===== config.mk =====
export PLATFORM = sky130hd
export DESIGN_NAME = axis_fork_n
export DESIGN_NICKNAME = d
export VERILOG_FILES = /design/src/rtl/axis_fork_n.sv
export SDC_FILE = /design/constraint.sdc
export NUM_CORES = 1
export LEC_CHECK = 0
export ABC_AREA = 1
export CORE_MARGIN = 5
export CORE_UTILIZATION = 27
export CTS_BUF_LIST = sky130_fd_sc_hd__clkbuf_8
export CTS_CLUSTER_DIAMETER = 80
export DETAILED_ROUTE_END_ITERATION = 16
export GPL_TIMING_DRIVEN = 0
export MAX_ROUTING_LAYER = met4
export PLACE_DENSITY = 0.9
export REMOVE_ABC_BUFFERS = 1
export SLEW_MARGIN = 20
export SYNTH_ARGS = -nofsm -noshare
export SYNTH_HDL_FRONTEND = slang
export SYNTH_SLANG_ARGS = --single-unit

===== constraint.sdc =====
create_clock -name clk -period 2.1 [get_ports clk]
set_input_delay 0.21 -clock clk [delete_from_list [all_inputs] [get_ports clk]]
set_output_delay 0.21 -clock clk [all_outputs]
set_load 0.01 [all_outputs]

===== src/rtl/axis_fork_n.sv =====
// axis_fork_n: parametrised N-way AXI-Stream fork (eager fork).
// Each input beat goes to every branch (MODE=0) or to the branches that s_tmask
// selects (MODE=1). Each branch may accept independently. Per-branch done flags
// record which branches have already taken the beat. The input is released only
// when every selected branch has the beat.
// Ports:
//   clk, rstn                  clock and asynchronous active-low reset
//   s_tvalid/s_tready          input handshake
//   s_tdata/s_tlast/s_tmask    input payload, packet end and branch select
//   m_tvalid/m_tready          per-branch handshake (CH_NUM bits)
//   m_tdata/m_tlast            per-branch copies of s_tdata/s_tlast
//   drop_cnt                   saturating count of beats accepted with an empty mask
// s_tready depends combinationally on m_tready. m_tvalid never depends on m_tready.
module axis_fork_n #(
  parameter int unsigned DATA_WD = 32,
  parameter int unsigned CH_NUM  = 4,
  parameter int unsigned MODE    = 0,
  parameter int unsigned CNT_WD  = 16
) (
  input  logic                      clk,
  input  logic                      rstn,
  input  logic                      s_tvalid,
  output logic                      s_tready,
  input  logic [DATA_WD-1:0]        s_tdata,
  input  logic                      s_tlast,
  input  logic [CH_NUM-1:0]         s_tmask,
  output logic [CH_NUM-1:0]         m_tvalid,
  input  logic [CH_NUM-1:0]         m_tready,
  output logic [CH_NUM*DATA_WD-1:0] m_tdata,
  output logic [CH_NUM-1:0]         m_tlast,
  output logic [CNT_WD-1:0]         drop_cnt
);

  logic                en_q;
  logic [CH_NUM-1:0]   done_q, done_d;
  logic [CH_NUM-1:0]   sel, ok;
  logic                acc;
  logic [CNT_WD-1:0]   drop_cnt_q, drop_cnt_d;

  always_comb begin
    sel      = (MODE == 0) ? {CH_NUM{1'b1}} : s_tmask;
    m_tvalid = {CH_NUM{en_q & s_tvalid}} & sel & ~done_q;
    // A branch does not block release if it is deselected, has already taken
    // the beat, or is taking it now.
    ok       = ~sel | done_q | m_tready;
    s_tready = en_q & (&ok);
    acc      = s_tvalid & s_tready;
    m_tdata  = {CH_NUM{s_tdata}};
    m_tlast  = {CH_NUM{s_tlast}};
    drop_cnt = drop_cnt_q;
  end

  // When the beat is accepted, all done bits clear. This takes priority over a
  // branch that completes in the same cycle.
  always_comb begin
    done_d = done_q;
    if (acc) begin
      done_d = '0;
    end else begin
      done_d = done_q | (m_tvalid & m_tready);
    end
  end

  always_comb begin
    drop_cnt_d = drop_cnt_q;
    if (acc && (sel == '0) && (drop_cnt_q != {CNT_WD{1'b1}})) begin
      drop_cnt_d = drop_cnt_q + {{(CNT_WD-1){1'b0}}, 1'b1};
    end
  end

  always_ff @(posedge clk or negedge rstn) begin
    if (!rstn) begin
      en_q       <= 1'b0;
      done_q     <= '0;
      drop_cnt_q <= '0;
    end else begin
      en_q       <= 1'b1;
      done_q     <= done_d;
      drop_cnt_q <= drop_cnt_d;
    end
  end

endmodule

==> run summary, run 1 <==
The flow ran to the end, and the final reports show no timing, DRC or antenna violations. The hold violation count in the final report is 0. The simple logic cell fraction of the synthesized area is 8.11%. The final clock period utilization by the worst path came out at 85.3%. The final critical path time including I/O delays and setup is 1790 ps.

The power density normalized to cell area came out at 667 nW/um^2. Clock latency on the worst-skew pair, taken at its later pin, is 220 ps. The max-cap check violation count is 0. Entering global routing, the biggest net connects 6 pins.

The total congestion overflow is 0. For this design the static power due to leakage is 0.278 nW. The arrival time at the worst endpoint is 1580 ps. The most used flip-flop cell after synthesis is sky130_fd_sc_hd__dfrtp_1. The initial antenna violation count is 0. The level count of the clock H-tree came out at 1. Setup repair after global routing left no endpoint under its margin. The tightest min-delay check is of the primary input to asynchronous set/reset pin type. The length of the first detailed-routing pass in iterations came out at 2. The area growth from synthesis to layout is -59.1%. Of the post-synthesis cell area, the dominant cell type holds 80.9%. The half-perimeter wire length after placement came out at 5350 um. The routed wire length is 6200 um. The detail-routed via count per cell is 3.95. The maximum count of clock buffers along a single path came out at 2. The routed via count is 541. The sort of element at the end of the critical path is an output port.

The critical path goes through clkdlybuf4s50_1 > nor2_1 > nor2_2 > and3_2 > clkdlybuf4s50_1. The post-synthesis area per instance came out at 7.43 sq um. The worst clock skew came out at 0.427 ps. For the worst setup path, the data required time is 1890 ps.

After synthesis, the most frequently instantiated cells are sky130_fd_sc_hd__buf_4, sky130_fd_sc_hd__nor2_1, sky130_fd_sc_hd__dfrtp_1, sky130_fd_sc_hd__inv_1, sky130_fd_sc_hd__nand2_1. The flip-flop and latch count after synthesis came out at 5. By area, the combinational part of the netlist is dominated by buffers and inverters.

Dividing the detail-routed wire length by the instance count gives 45.3 um. The xor/xnor cell area share of the yosys netlist is 0%. The number of enable flip-flop cells after synthesis is 0.

The via count of the first global-routing pass came out at 499. sky130_fd_sc_hd__buf_4 is the most common cell in the netlist. The floorplan has 26 rows. The buffers inserted during post-CTS setup optimization is 0. After the first detailed-routing iteration, the DRC count stood at 32. The number of buffers inserted during clock tree synthesis is 3. The initial utilization of the core area, before any placement, comes to 27.4%. The share of synthesized flip-flops with an asynchronous set or reset is 100%.

Yosys attributes the largest share of cell area to sky130_fd_sc_hd__buf_4, sky130_fd_sc_hd__dfrtp_1, sky130_fd_sc_hd__nor2_1, sky130_fd_sc_hd__inv_1, sky130_fd_sc_hd__nand2_1. The buffering stage count on the worst path with inverters included came out at 2. The total of endpoints with negative setup slack in the final report is 0.

The final number of max-transition violations is 0. The setup slack on the worst flop-to-flop path is 1180 ps. The width of the chip is 81.3 um. The total negative slack for setup checks is 0 ps. The area of the mapped netlist is 1370 sq um. The total inserted antenna cells is 0. Of the total synthesized cell area, the portion taken by full adders, half adders and majority gates is 0%. The tree is rooted in a sky130_fd_sc_hd__clkbuf_8. The number of hold buffers added after CTS was 0.

Global routing used 17.6% of the available tracks across all layers. Synthesis handed over a netlist of 185 instances. The proportion of synthesized chip area in sequential cells came out at 9.11%.

The worst setup path is launched from a primary input. For this run, the share of the core covered by cells in the final layout is 11.2%. The final antenna-violating net count is 0. The clock-pin slew of the registers on the worst-case setup and hold paths came out at 30 ps.

The fraction of layout cells with a size suffix above 1 came out at 13.4%. The floorplan core area came out at 5010 sq um. The upper clock frequency limit is 0.558 GHz.

The floorplan die area is 6610 sq um. The synthesized netlist devotes 0% of its cell area to compound gates. The biggest area contributor in the post-synthesis netlist is sky130_fd_sc_hd__buf_4. TritonCTS built the clock tree. The number of design rule violations left after detail routing is 0.

The multiplexer share of the synthesized area is 0%. The global placement routability congestion is 0.902. The die height is 81.3 um.

The number of gates resized after CTS was 0. Input and output buffers added on the ports amount to 11. The layout net count came out at 112. The number of top-level pins is 197. The first global-routing pass estimated 6840 um of wire. Clock tree synthesis found a total of 5 sinks. IR analysis of the VDD net gives a maximum drop of 0.0000835 V. For this design, the slowest cell found on the critical path is sky130_fd_sc_hd__clkdlybuf4s50_1. The most numerous cell on the critical path is sky130_fd_sc_hd__clkdlybuf4s50_1. The kind of cell adding the most delay to the critical path is buffers and inverters. The critical path is of the primary input to output port type.

For this run, the number of Yosys warnings is 0. Of all nets on the critical path, the largest fanout is 2. The maximum single-stage delay on the critical path came out at 530 ps.

The number of distinct library cells after synthesis came out at 11.
layout make-up:
| type | instances | area (sq um) |
|---|---|---|
| Clock buffer | 3 | 41.3 |
| Clock inverter | 1 | 3.75 |
| Fill cell | 595 | 4450 |
| Inverter | 5 | 18.8 |
| Multi-Input combinational cell | 42 | 175 |
| Sequential cell | 5 | 125 |
| Tap cell | 70 | 87.6 |
| Timing Repair Buffer | 11 | 110 |
worst paths after layout:
check	startpoint	endpoint	cells past startpoint
worst max-delay path	m_tready[0]	s_tready	5
worst min-delay path	rstn	done_q[3]	1
worst max register to register	en_q	done_q[3]	6
worst min register to register	done_q[0]	done_q[0]	4
max in group asynchronous	rstn	done_q[0]	1
min in group clk	s_tdata[10]	m_tdata[74]	0
cells in the final DEF, fill, tap and decap left out:
master and instances:
sky130_fd_sc_hd__nand2_1 4, sky130_fd_sc_hd__dfrtp_1 5, sky130_fd_sc_hd__nor2_1 16, sky130_fd_sc_hd__and3_2 1, sky130_fd_sc_hd__nor2_2 2, sky130_fd_sc_hd__clkbuf_8 3, sky130_fd_sc_hd__nand2_2 1, sky130_fd_sc_hd__clkdlybuf4s50_1 11
sky130_fd_sc_hd__conb_1 17, sky130_fd_sc_hd__nand3_2 1, sky130_fd_sc_hd__inv_1 5, sky130_fd_sc_hd__inv_2 1
sequential cells by signal, summed over array words and instances, names as in the netlist:
signal / flops
done_q: 4
en_q: 1
layer usage:
layer	wire length, um	share of wire [%]	track usage (%)
met5	0	0	-
met4	146	2.4	6.25
met3	1880	30	23.3
met2	3110	50	29.0
met1	1070	17	9.36
logic make-up after synthesis:
group         Yosys count
other cells             2
buf+inv               153
simple gates           25
flops                   5
power breakdown:
group | leakage [nW] | switching, mW | total [mW] | internal, mW
clock network | 0.0269 | 0.0426 | 0.167 | 0.125
registers | 0.0626 | 0.00954 | 0.119 | 0.110
logic | 0.189 | 0.0497 | 0.0876 | 0.0379
through the flow:
| step | setup WS (ps) | hold slack [ps] | total power [mW] | std cells | cell area, sq um |
|---|---|---|---|---|---|
| global placement | 302 | 420 | 0.206 | 133 | 517 |
| detailed placement | 293 | 420 | 0.207 | 133 | 517 |
| floorplan | 1110 | -85.6 | 0.172 | 52 | 319 |
| global route | 273 | 222 | 0.404 | 137 | 562 |
| finish | 308 | 215 | 0.375 | 137 | 562 |
| CTS | 295 | 217 | 0.382 | 137 | 562 |
Power figures use the tool's default switching activity.
==> run 2: changes to the inputs <==
clock period = 2.2 ns   (was 2.1 ns; I/O delays follow)
==> results of run 2 <==
Same layout as run 1 (identical final DEF). Status: completed.
Main changes from that run: setup slack after placement 293 ps -> 373 ps; setup slack after layout 308 ps -> 388 ps; hold slack 215 ps -> 225 ps; register-to-register setup slack 1180 ps -> 1280 ps; total power 0.375 mW -> 0.358 mW; worst IR drop on VDD 0.0000835 V -> 0.0000797 V
